### src/rtl/baw_match_tracker_if.sv
// Black-and-white card game match tracker bus: round-control and card inputs,
// score/finish outputs. The master modport drives plays; the slave modport is the tracker.
interface baw_match_tracker_if #(
    parameter int unsigned CARD_W    = 4,
    parameter int unsigned NUM_CARDS = 9,
    parameter int unsigned CNT_W     = 4
);
    logic                 start;
    logic                 clear;
    logic                 play_valid;
    logic [CARD_W-1:0]    p1_card;
    logic [CARD_W-1:0]    p2_card;
    logic [CNT_W-1:0]     round;
    logic [CNT_W-1:0]     win;
    logic [CNT_W-1:0]     lose;
    logic [CNT_W-1:0]     draw;
    logic [1:0]           matchresult;
    logic                 play_err;
    logic                 fin;
    logic [1:0]           game_result;
    logic [NUM_CARDS-1:0] p1_used;
    logic [NUM_CARDS-1:0] p2_used;

    modport master (
        output start, clear, play_valid, p1_card, p2_card,
        input  round, win, lose, draw, matchresult, play_err, fin, game_result,
               p1_used, p2_used
    );

    modport slave (
        input  start, clear, play_valid, p1_card, p2_card,
        output round, win, lose, draw, matchresult, play_err, fin, game_result,
               p1_used, p2_used
    );
endinterface

### src/rtl/baw_match_tracker.sv
// Match tracker for the black-and-white card game: validates each played card pair,
// enforces single use of every card, accumulates win/lose/draw/round counts and
// publishes the final result once the game ends.
// Optional build macro BAW_EARLY_DECIDE_EN: also end the game as soon as the outcome
// can no longer change with the rounds that remain.
module baw_match_tracker #(
    parameter int unsigned CARD_W     = 4,
    parameter int unsigned NUM_CARDS  = 9,
    parameter int unsigned CNT_W      = 4,
    parameter int unsigned WIN_TARGET = 5
) (
    input logic                clk,
    input logic                resetn,
    baw_match_tracker_if.slave bus
);
    typedef enum logic [1:0] {ST_IDLE, ST_PLAY, ST_DONE} state_t;

    state_t               r_state;
    logic [CNT_W-1:0]     r_round, r_win, r_lose, r_draw;
    logic [1:0]           r_matchresult;
    logic                 r_play_err;
    logic                 r_fin;
    logic [1:0]           r_game_result;
    logic [NUM_CARDS-1:0] r_p1_used, r_p2_used;

    logic [NUM_CARDS-1:0] w_p1_bit, w_p2_bit;
    logic                 w_legal, w_gt, w_lt, w_eq;
    logic [CNT_W-1:0]     w_round_n, w_win_n, w_lose_n, w_draw_n;
    logic                 w_decided, w_finish;
    logic [1:0]           w_game_result;
`ifdef BAW_EARLY_DECIDE_EN
    int unsigned          w_rem;
`endif

    // Legality of the offered pair and the post-update counters/finish it would produce.
    always_comb begin
        // Out-of-range cards shift past the mask and give an all-zero bit vector.
        w_p1_bit  = NUM_CARDS'(1) << bus.p1_card;
        w_p2_bit  = NUM_CARDS'(1) << bus.p2_card;
        w_legal   = (32'(bus.p1_card) < NUM_CARDS) && (32'(bus.p2_card) < NUM_CARDS) &&
                    ((r_p1_used & w_p1_bit) == '0) && ((r_p2_used & w_p2_bit) == '0);
        w_gt      = bus.p1_card > bus.p2_card;
        w_lt      = bus.p1_card < bus.p2_card;
        w_eq      = bus.p1_card == bus.p2_card;
        w_round_n = r_round + CNT_W'(1);
        w_win_n   = r_win + CNT_W'(w_gt);
        w_lose_n  = r_lose + CNT_W'(w_lt);
        w_draw_n  = r_draw + CNT_W'(w_eq);
`ifdef BAW_EARLY_DECIDE_EN
        w_rem     = NUM_CARDS - 32'(w_round_n);
        w_decided = (32'(w_win_n) > 32'(w_lose_n) + w_rem) ||
                    (32'(w_lose_n) > 32'(w_win_n) + w_rem);
`else
        w_decided = 1'b0;
`endif
        w_finish  = (32'(w_win_n) == WIN_TARGET) || (32'(w_lose_n) == WIN_TARGET) ||
                    (32'(w_round_n) == NUM_CARDS) || w_decided;
        if (w_win_n > w_lose_n) begin
            w_game_result = 2'b01;
        end else if (w_lose_n > w_win_n) begin
            w_game_result = 2'b10;
        end else begin
            w_game_result = 2'b11;
        end
    end

    // Game FSM with registered score state; clear and start both wipe the game first.
    always_ff @(posedge clk or negedge resetn) begin
        if (!resetn) begin
            r_state       <= ST_IDLE;
            r_round       <= '0;
            r_win         <= '0;
            r_lose        <= '0;
            r_draw        <= '0;
            r_matchresult <= 2'b00;
            r_play_err    <= 1'b0;
            r_fin         <= 1'b0;
            r_game_result <= 2'b00;
            r_p1_used     <= '0;
            r_p2_used     <= '0;
        end else if (bus.clear || bus.start) begin
            // A start alongside a play drops the play silently.
            r_state       <= bus.clear ? ST_IDLE : ST_PLAY;
            r_round       <= '0;
            r_win         <= '0;
            r_lose        <= '0;
            r_draw        <= '0;
            r_matchresult <= 2'b00;
            r_play_err    <= 1'b0;
            r_fin         <= 1'b0;
            r_game_result <= 2'b00;
            r_p1_used     <= '0;
            r_p2_used     <= '0;
        end else begin
            r_play_err <= 1'b0;
            unique case (r_state)
                ST_IDLE: ;
                ST_PLAY: begin
                    if (bus.play_valid) begin
                        if (w_legal) begin
                            r_round   <= w_round_n;
                            r_win     <= w_win_n;
                            r_lose    <= w_lose_n;
                            r_draw    <= w_draw_n;
                            r_p1_used <= r_p1_used | w_p1_bit;
                            r_p2_used <= r_p2_used | w_p2_bit;
                            r_matchresult <= w_gt ? 2'b01 : (w_lt ? 2'b10 : 2'b11);
                            if (w_finish) begin
                                r_state       <= ST_DONE;
                                r_fin         <= 1'b1;
                                r_game_result <= w_game_result;
                            end
                        end else begin
                            r_play_err <= 1'b1;
                        end
                    end
                end
                ST_DONE: begin
                    if (bus.play_valid) begin
                        r_play_err <= 1'b1;
                    end
                end
                default: r_state <= ST_IDLE;
            endcase
        end
    end

    assign bus.round       = r_round;
    assign bus.win         = r_win;
    assign bus.lose        = r_lose;
    assign bus.draw        = r_draw;
    assign bus.matchresult = r_matchresult;
    assign bus.play_err    = r_play_err;
    assign bus.fin         = r_fin;
    assign bus.game_result = r_game_result;
    assign bus.p1_used     = r_p1_used;
    assign bus.p2_used     = r_p2_used;
endmodule
### src/flat_wrapper.sv
// flat-port wrapper written by rule: the top's interface ports become plain ports
module baw_match_tracker_flat 
#(
    parameter int unsigned CARD_W     = 4,
    parameter int unsigned NUM_CARDS  = 9,
    parameter int unsigned CNT_W      = 4,
    parameter int unsigned WIN_TARGET = 5
)
  (clk, resetn, bus_start, bus_clear, bus_play_valid, bus_p1_card, bus_p2_card, bus_round, bus_win, bus_lose, bus_draw, bus_matchresult, bus_play_err, bus_fin, bus_game_result, bus_p1_used, bus_p2_used);
  baw_match_tracker_if #(.CARD_W(CARD_W), .NUM_CARDS(NUM_CARDS), .CNT_W(CNT_W)) bus_i ();
  input logic clk;
  input logic resetn;
  input wire logic [$bits(bus_i.start)-1:0] bus_start;
  input wire logic [$bits(bus_i.clear)-1:0] bus_clear;
  input wire logic [$bits(bus_i.play_valid)-1:0] bus_play_valid;
  input wire logic [$bits(bus_i.p1_card)-1:0] bus_p1_card;
  input wire logic [$bits(bus_i.p2_card)-1:0] bus_p2_card;
  output wire logic [$bits(bus_i.round)-1:0] bus_round;
  output wire logic [$bits(bus_i.win)-1:0] bus_win;
  output wire logic [$bits(bus_i.lose)-1:0] bus_lose;
  output wire logic [$bits(bus_i.draw)-1:0] bus_draw;
  output wire logic [$bits(bus_i.matchresult)-1:0] bus_matchresult;
  output wire logic [$bits(bus_i.play_err)-1:0] bus_play_err;
  output wire logic [$bits(bus_i.fin)-1:0] bus_fin;
  output wire logic [$bits(bus_i.game_result)-1:0] bus_game_result;
  output wire logic [$bits(bus_i.p1_used)-1:0] bus_p1_used;
  output wire logic [$bits(bus_i.p2_used)-1:0] bus_p2_used;
  assign bus_i.start = bus_start;
  assign bus_i.clear = bus_clear;
  assign bus_i.play_valid = bus_play_valid;
  assign bus_i.p1_card = bus_p1_card;
  assign bus_i.p2_card = bus_p2_card;
  assign bus_round = bus_i.round;
  assign bus_win = bus_i.win;
  assign bus_lose = bus_i.lose;
  assign bus_draw = bus_i.draw;
  assign bus_matchresult = bus_i.matchresult;
  assign bus_play_err = bus_i.play_err;
  assign bus_fin = bus_i.fin;
  assign bus_game_result = bus_i.game_result;
  assign bus_p1_used = bus_i.p1_used;
  assign bus_p2_used = bus_i.p2_used;
  baw_match_tracker #(.CARD_W(CARD_W), .NUM_CARDS(NUM_CARDS), .CNT_W(CNT_W), .WIN_TARGET(WIN_TARGET)) u_core (.clk(clk), .resetn(resetn), .bus(bus_i));
endmodule
### config.mk
export PLATFORM = sky130hd
export DESIGN_NAME = baw_match_tracker_flat
export DESIGN_NICKNAME = d
export VERILOG_FILES = /design/src/rtl/baw_match_tracker_if.sv /design/src/rtl/baw_match_tracker.sv /design/src/flat_wrapper.sv
export SDC_FILE = /design/constraint.sdc
export NUM_CORES = 1
export LEC_CHECK = 0
export CELL_PAD_IN_SITES_DETAIL_PLACEMENT = 0
export CELL_PAD_IN_SITES_GLOBAL_PLACEMENT = 2
export CORE_ASPECT_RATIO = 0.9
export CORE_MARGIN = 3
export CORE_UTILIZATION = 31
export CTS_CLUSTER_DIAMETER = 30
export CTS_CLUSTER_SIZE = 14
export DETAILED_ROUTE_END_ITERATION = 8
export HOLD_SLACK_MARGIN = 0.02
export PLACE_DENSITY_LB_ADDON = 0.12
export SETUP_SLACK_MARGIN = 0.4
export SYNTH_ARGS = -nofsm -noshare
export SYNTH_HDL_FRONTEND = slang
export SYNTH_SLANG_ARGS = --single-unit
### constraint.sdc
create_clock -name clk -period 2.8 [get_ports clk]
set_clock_uncertainty 0.05 [all_clocks]
set_input_delay 0.56 -clock clk [delete_from_list [all_inputs] [get_ports clk]]
set_output_delay 0.56 -clock clk [all_outputs]
set_load 0.03 [all_outputs]
Yosys cells after proc, flatten, opt, wreduce, memory -nomap -nowiden
Cells that the tools add are included.

Register bits: 42. Input port bits: 13. Output and inout port bits: 40. Word-level logic and storage cells: 107.

Add/subtract/negate cells: 4. Order comparisons: 6. Equal/unequal tests: 10. Shift operators: 2. Muxes and demuxes: 53. Bitwise gates (word level): 4. Reductions and logical operators: 17.

Operators with widths (count): 9-bit two-way mux (8); 4-bit two-way mux (16); 2-bit two-way mux (15); 9-bit AND (2); 9-bit zero test (2); 9-bit bitwise OR (2); 1-bit by 4-bit << shifter with 9-bit output (first input constant) (2); 4-bit by 1-bit adder with 4-bit output (3); 4-bit > comparator (3); 1-bit two-way mux (12); 4-bit by 3-bit equality test with 1-bit output (second input constant) (2); 4-bit less-than comparator (second input constant) (2); 4-bit AND reduction (2); 2-bit nonzero test (4); 3-bit by 1-bit inequality test with 1-bit output (second input constant) (2); 4-bit by 1-bit adder with 4-bit output (second input constant) (1); 4-bit equality test (1); 4-bit equality test (second input constant) (1); 4-bit less-than comparator (1); 2-bit case mux with 2 select lines (1); 1-bit logical AND (3); 1-bit logical OR (3); 3-bit by 2-bit inequality test with 1-bit output (second input constant) (1); 3-bit AND reduction (1); other kinds (6) (6).

Depth between registers and ports, before layout
Word-level depth: 10. Mapped depth: 17. Mapped depth without buffers: 16.

Least setup slack after synthesis
Ideal clock, no wire load.

Path type: in2reg. Start point: input bus_p2_card[1]. End point: register u_core.r_game_result[1] (netlist: u_core.bus.game_result[1]). Setup time: 66 ps. Arrival: 3075 ps. Required time: 2684 ps. Path slack: -391 ps. Stages: 16. Path buffers: 0. Cell sequence: inv_1 ha_1 nor2b_1 o21ai_0 nand2b_1 a21oi_1 nor2_1 ha_1 xor2_1 ha_1 nor2b_1 o21ai_0 nand2b_1 a21o_1 a2111oi_2 a31o_1.

Word-level cells in the longest chain between the ends: 9. Elaborated cells on any way between the ends: 25. Those cells by class: add/sub: 2; order compare: 4; eq/ne: 2; shift: 1; mux: 6; bitwise: 1; reduce/logical: 9.

RTL lines: start: declaration (line flat_wrapper.sv:17) `input wire logic [$bits(bus_i.p2_card)-1:0] bus_p2_card;`; 4-bit > comparator / 4-bit less-than comparator (equally long branches) (line baw_match_tracker.sv:42, baw_match_tracker.sv:43); 4-bit by 1-bit adder with 4-bit output (on tied branches) (line baw_match_tracker.sv:46, baw_match_tracker.sv:47); 4-bit > comparator (line baw_match_tracker.sv:58) `if (w_win_n > w_lose_n) begin`; 2-bit two-way mux (line baw_match_tracker.sv:58); 2-bit two-way mux (line baw_match_tracker.sv:108) `if (w_finish) begin`; 2-bit two-way mux (line baw_match_tracker.sv:100) `if (w_legal) begin`; 2-bit two-way mux (line baw_match_tracker.sv:99) `if (bus.play_valid) begin`; 2-bit two-way mux (line baw_match_tracker.sv:96) `unique case (r_state)`; 2-bit two-way mux (line baw_match_tracker.sv:81) `end else if (bus.clear || bus.start) begin`; end signal: assignment (line baw_match_tracker.sv:111) `r_game_result <= w_game_result;`; end: declaration (line baw_match_tracker.sv:23) `logic [1:0] r_game_result;`.

Parallel ways exist; a longest one is shown, timed or not. The select of a mux whose other input is x is not followed. A chain may end at the register's enable or synchronous reset.

Worst setup path after layout
Start point: input bus_p2_card[1]. End point: register u_core.r_game_result[0] (netlist: u_core.bus.game_result[0]).

Word-level cells in the longest chain between the ends: 10. Elaborated cells on any way between the ends: 27. Those cells by class: add/sub: 2; order compare: 5; eq/ne: 2; shift: 1; mux: 7; bitwise: 1; reduce/logical: 9.

RTL lines: 4-bit less-than comparator / 4-bit > comparator (equally long branches) (line baw_match_tracker.sv:43, baw_match_tracker.sv:42); 4-bit by 1-bit adder with 4-bit output (on tied branches) (line baw_match_tracker.sv:47, baw_match_tracker.sv:46); 4-bit > comparator (line baw_match_tracker.sv:60) `end else if (w_lose_n > w_win_n) begin`; 1-bit two-way mux (line baw_match_tracker.sv:60); 2-bit two-way mux (line baw_match_tracker.sv:58); 2-bit two-way mux (line baw_match_tracker.sv:108); 2-bit two-way mux (line baw_match_tracker.sv:100); 2-bit two-way mux (line baw_match_tracker.sv:99); 2-bit two-way mux (line baw_match_tracker.sv:96); 2-bit two-way mux (line baw_match_tracker.sv:81).

Parallel ways exist; a longest one is shown, timed or not. The select of a mux whose other input is x is not followed.

==> load_flow_metrics.sql <==
INSERT INTO impl_metrics (metric_group, metric, value, unit) VALUES
('die', 'dieArea', '0.00919', 'mm2'),
('finish', 'fraction_of_the_core_area_covered_by_cells_at_the_end_of_the_flow', '56.6', '%'),
('worst_hold_path', 'worst_hold_path_type', 'primary input to async pin', ''),
('synthesis', 'synthesis.instances', '266', ''),
('place', 'numPortBuffers', '52', ''),
('timing', 'hold_viol_final', '0', ''),
('clocking', 'clock_sinks', '42', ''),
('timing', 'worstMarginPinSlew', '528', 'ps'),
('critical_path', 'cp-start-kind', 'primary input', ''),
('drt', 'via_count', '2517', ''),
('outcome', 'failed_checks', 'setup timing', ''),
('finish', 'final_cell_area', '0.00435', 'mm2'),
('synthesis', 'synthDominantCellAreaShare', '42.0', '%'),
('synthesis', 'syn-num-nets', '298', ''),
('timing', 'period_share', '103', '%'),
('clocking', 'cts-root-buf', 'sky130_fd_sc_hd__clkbuf_8', ''),
('finish', 'antennaDiodeCount', '0', ''),
('place', 'dp.final_hpwl', '5220', 'um'),
('clocking', 'cts-root-to-sink-buffers', '2', ''),
('drt', 'postRouteAntennaNets', '0', ''),
('critical_path', 'crit_path_end_kind', 'register', ''),
('timing', 'setup_repair_after_global_routing_missed_its_margin', 'yes', ''),
('clocking', 'numCtsBuffers', '5', ''),
('die', 'initial_core_util', '32.5', '%'),
('drt', 'detail_route.drc_violations', '0', ''),
('power', 'power.static_leakage', '1.83', 'nW'),
('finish', 'final.fill_count', '670', ''),
('finish', 'area.growth.synth_to_final', '74.0', '%'),
('power', 'vdd_ir_drop_max', '0.175', 'mV'),
('synthesis', 'synth_area_leaders', 'sky130_fd_sc_hd__dfrtp_1 (42%), sky130_fd_sc_hd__ha_1 (9.5%), sky130_fd_sc_hd__nor2_1 (3.9%)', ''),
('global_routing', 'grt_first_pass_wirelength', '13300', 'um'),
('synthesis', 'synth_warnings', '0', ''),
('synthesis', 'asyncSetResetFlopFracSynth', '100', '%'),
('critical_path', 'arrival_time_worst_endpoint', '3030', 'ps'),
('die', 'core_area', '0.00769', 'mm2'),
('synthesis', 'biggest_area_consumer_among_synthesized_cells', 'sky130_fd_sc_hd__dfrtp_1', ''),
('flow_run', 'timing.max_cap.violations', '0', ''),
('drt', 'wire_per_inst', '17.0', 'um'),
('synthesis', 'synth_ff_type', 'sky130_fd_sc_hd__dfrtp_1', ''),
('timing', 'maxSlewHeadroom', '64.8', '%'),
('synthesis', 'netlist_area_before_placement', '0.00250', 'mm2'),
('synthesis', 'flip_flop_and_latch_count_after_synthesis', '42', ''),
('clocking', 'clkLatencyLatePin', '300', 'ps'),
('timing', 'max_freq', '346', 'MHz'),
('critical_path', 'ff2ff_setup_slack', '440', 'ps'),
('outcome', 'outcome', 'finished with violations', ''),
('synthesis', 'synth-edff-count', '0', ''),
('drt', 'wirelength', '8220', 'um'),
('critical_path', 'number_of_cells_traversed_by_the_worst_register_to_register_path', '7', ''),
('synthesis', 'synth.yosys.seq_area_share', '42.0', '%'),
('clocking', 'cts_htree_levels', '2', ''),
('finish', 'final_common_cell', 'sky130_fd_sc_hd__buf_4', ''),
('timing', 'post-route-min-period', '2890', 'ps'),
('timing', 'setup-violations-final', '2', ''),
('global_routing', 'grt_overflow_total', '0', ''),
('finish', 'layout-drive-gt1-share', '40.7', '%'),
('place', 'gpl.final_weighted_congestion', '0.772', ''),
('synthesis', 'synthesis.area_per_instance', '9.41', 'um2'),
('critical_path', 'reg2reg_to', 'u_core.bus.draw[3]$_DFFE_PN0P_', ''),
('critical_path', 'worstPathMaxFanout', '3', ''),
('timing', 'layout_setup_ws', '-94.3', 'ps'),
('global_routing', 'initial_antenna_violation_count', '0', ''),
('critical_path', 'path_class', 'primary input to register', ''),
('clocking', 'tritoncts', 'built', ''),
('drt', 'drt-vias-per-instance', '5.20', ''),
('global_routing', 'grt_pass1_vias', '2502', ''),
('drt', 'drt_iter0_markers', '74', ''),
('finish', 'multi_input_comb_area', '0.00178', 'mm2'),
('timing', 'report.final.slew_viol_count', '0', ''),
('synthesis', 'yosys.cell_types.count', '51', ''),
('die', 'die_width', '101', 'um');
==> Yosys cell counts (6+ instances only) <==
library cell	number
sky130_fd_sc_hd__o21ai_0	9
sky130_fd_sc_hd__nor2_1	26
sky130_fd_sc_hd__or3_1	7
sky130_fd_sc_hd__inv_1	15
sky130_fd_sc_hd__xnor2_1	6
sky130_fd_sc_hd__clkbuf_1	7
sky130_fd_sc_hd__nor3_1	6
sky130_fd_sc_hd__a21oi_1	19
sky130_fd_sc_hd__dfrtp_1	42
sky130_fd_sc_hd__ha_1	19
sky130_fd_sc_hd__nand3_1	9
sky130_fd_sc_hd__a31oi_1	8
sky130_fd_sc_hd__nand2_1	20
==> state kept, by name (all words and copies together) (netlist names) <==
| register | count |
|---|---|
| u_core.r_state | 2 |
| u_core.bus.fin | 1 |
| u_core.bus.p2_used | 9 |
| u_core.bus.p1_used | 9 |
| u_core.bus.matchresult | 2 |
| u_core.bus.win | 4 |
| u_core.bus.play_err | 1 |
| u_core.bus.round | 4 |
| u_core.bus.game_result | 2 |
| u_core.bus.lose | 4 |
| u_core.bus.draw | 4 |
==> worst max-delay path by stage <==
stage	endpoint
finish	u_core.bus.game_result[0]$_DFFE_PN0P_
global route	u_core.bus.game_result[0]$_DFFE_PN0P_
CTS	u_core.bus.game_result[1]$_DFFE_PN0P_
detailed placement	u_core.bus.game_result[1]$_DFFE_PN0P_
global placement	u_core.bus.game_result[1]$_DFFE_PN0P_
floorplan	u_core.bus.game_result[1]$_DFFE_PN0P_
==> cell type report <==
class                      count  share of cell area [%]
multi-input combinational    198                    40.8
timing repair buffer         126                    28.9
sequential                    42                    24.1
tap                           96                    2.76
clock buffer                   5                    1.58
inverter                      15                    1.58
clock inverter                 2                   0.230
==> routing by layer <==
metal | vias to the layer above | routed length (um) | track usage, %
met3 | 9 | 327 | 2.84
met2 | 56 | 3680 | 27.1
met5 | - | 0 | 0
li1 | 1212 | - | -
met1 | 1240 | 4140 | 27.5
met4 | 0 | 70 | 3.48
==> power breakdown <==
| part | internal [mW] | switching [mW] |
|---|---|---|
| Combinational | 0.145 | 0.148 |
| Sequential | 0.608 | 0.00293 |
| Clock | 0.168 | 0.222 |
| Total | 0.922 | 0.373 |
==> critical path, cell delays in order <==
cell                       delay (ps)
sky130_fd_sc_hd__buf_8            110
sky130_fd_sc_hd__inv_8             50
sky130_fd_sc_hd__ha_4             190
sky130_fd_sc_hd__nor2b_4          120
sky130_fd_sc_hd__o21ai_1          100
sky130_fd_sc_hd__nand2b_1         100
sky130_fd_sc_hd__a21oi_4          220
sky130_fd_sc_hd__nor2_4            80
sky130_fd_sc_hd__ha_4             170
sky130_fd_sc_hd__xor2_2           160
sky130_fd_sc_hd__ha_4             220
sky130_fd_sc_hd__nor2b_4          120
sky130_fd_sc_hd__o21ai_2          110
sky130_fd_sc_hd__nand2b_1          70
sky130_fd_sc_hd__a21o_1           180
sky130_fd_sc_hd__buf_4            140
sky130_fd_sc_hd__buf_6            110
sky130_fd_sc_hd__nor3_4           160
sky130_fd_sc_hd__nor3_1            60
==> metrics by stage <==
stage | TNS (ps) | cells | hold WS (ps) | power, mW | setup slack, ps
2_1_floorplan | -170 | 266 | 214 | 0.711 | -170
4_1_cts | -77.4 | 476 | 105 | 1.27 | -77.4
3_3_place_gp | -16970 | 448 | 430 | 0.822 | -941
6_report | -168 | 484 | 102 | 1.29 | -94.3
3_5_place_dp | -17370 | 448 | 432 | 0.821 | -991
5_1_grt | -704 | 484 | 114 | 1.36 | -217
==> repair_timing <==
action / CTS / global route
endpoints found under the setup margin: 42 / 40
pin swaps: 28 / 32
hold buffers: 0 / 0
gates cloned: 3 / 1
setup buffers: 18 / 7
gates resized for setup: 77 / 40
==> logic make-up (layout without fill, tap and decap cells) <==
kind of cell    Yosys count  after routing  synth area share (%)
compound gates           66             66                  18.2
fa+ha+maj                19             19                  9.50
flops                    42             42                  42.0
xor+xnor                  8              8                  2.80
buf+inv                  26            148                  4.60
mux                       5              5                  2.15
simple gates            100            100                  20.7
Power figures use the tool's default switching activity.
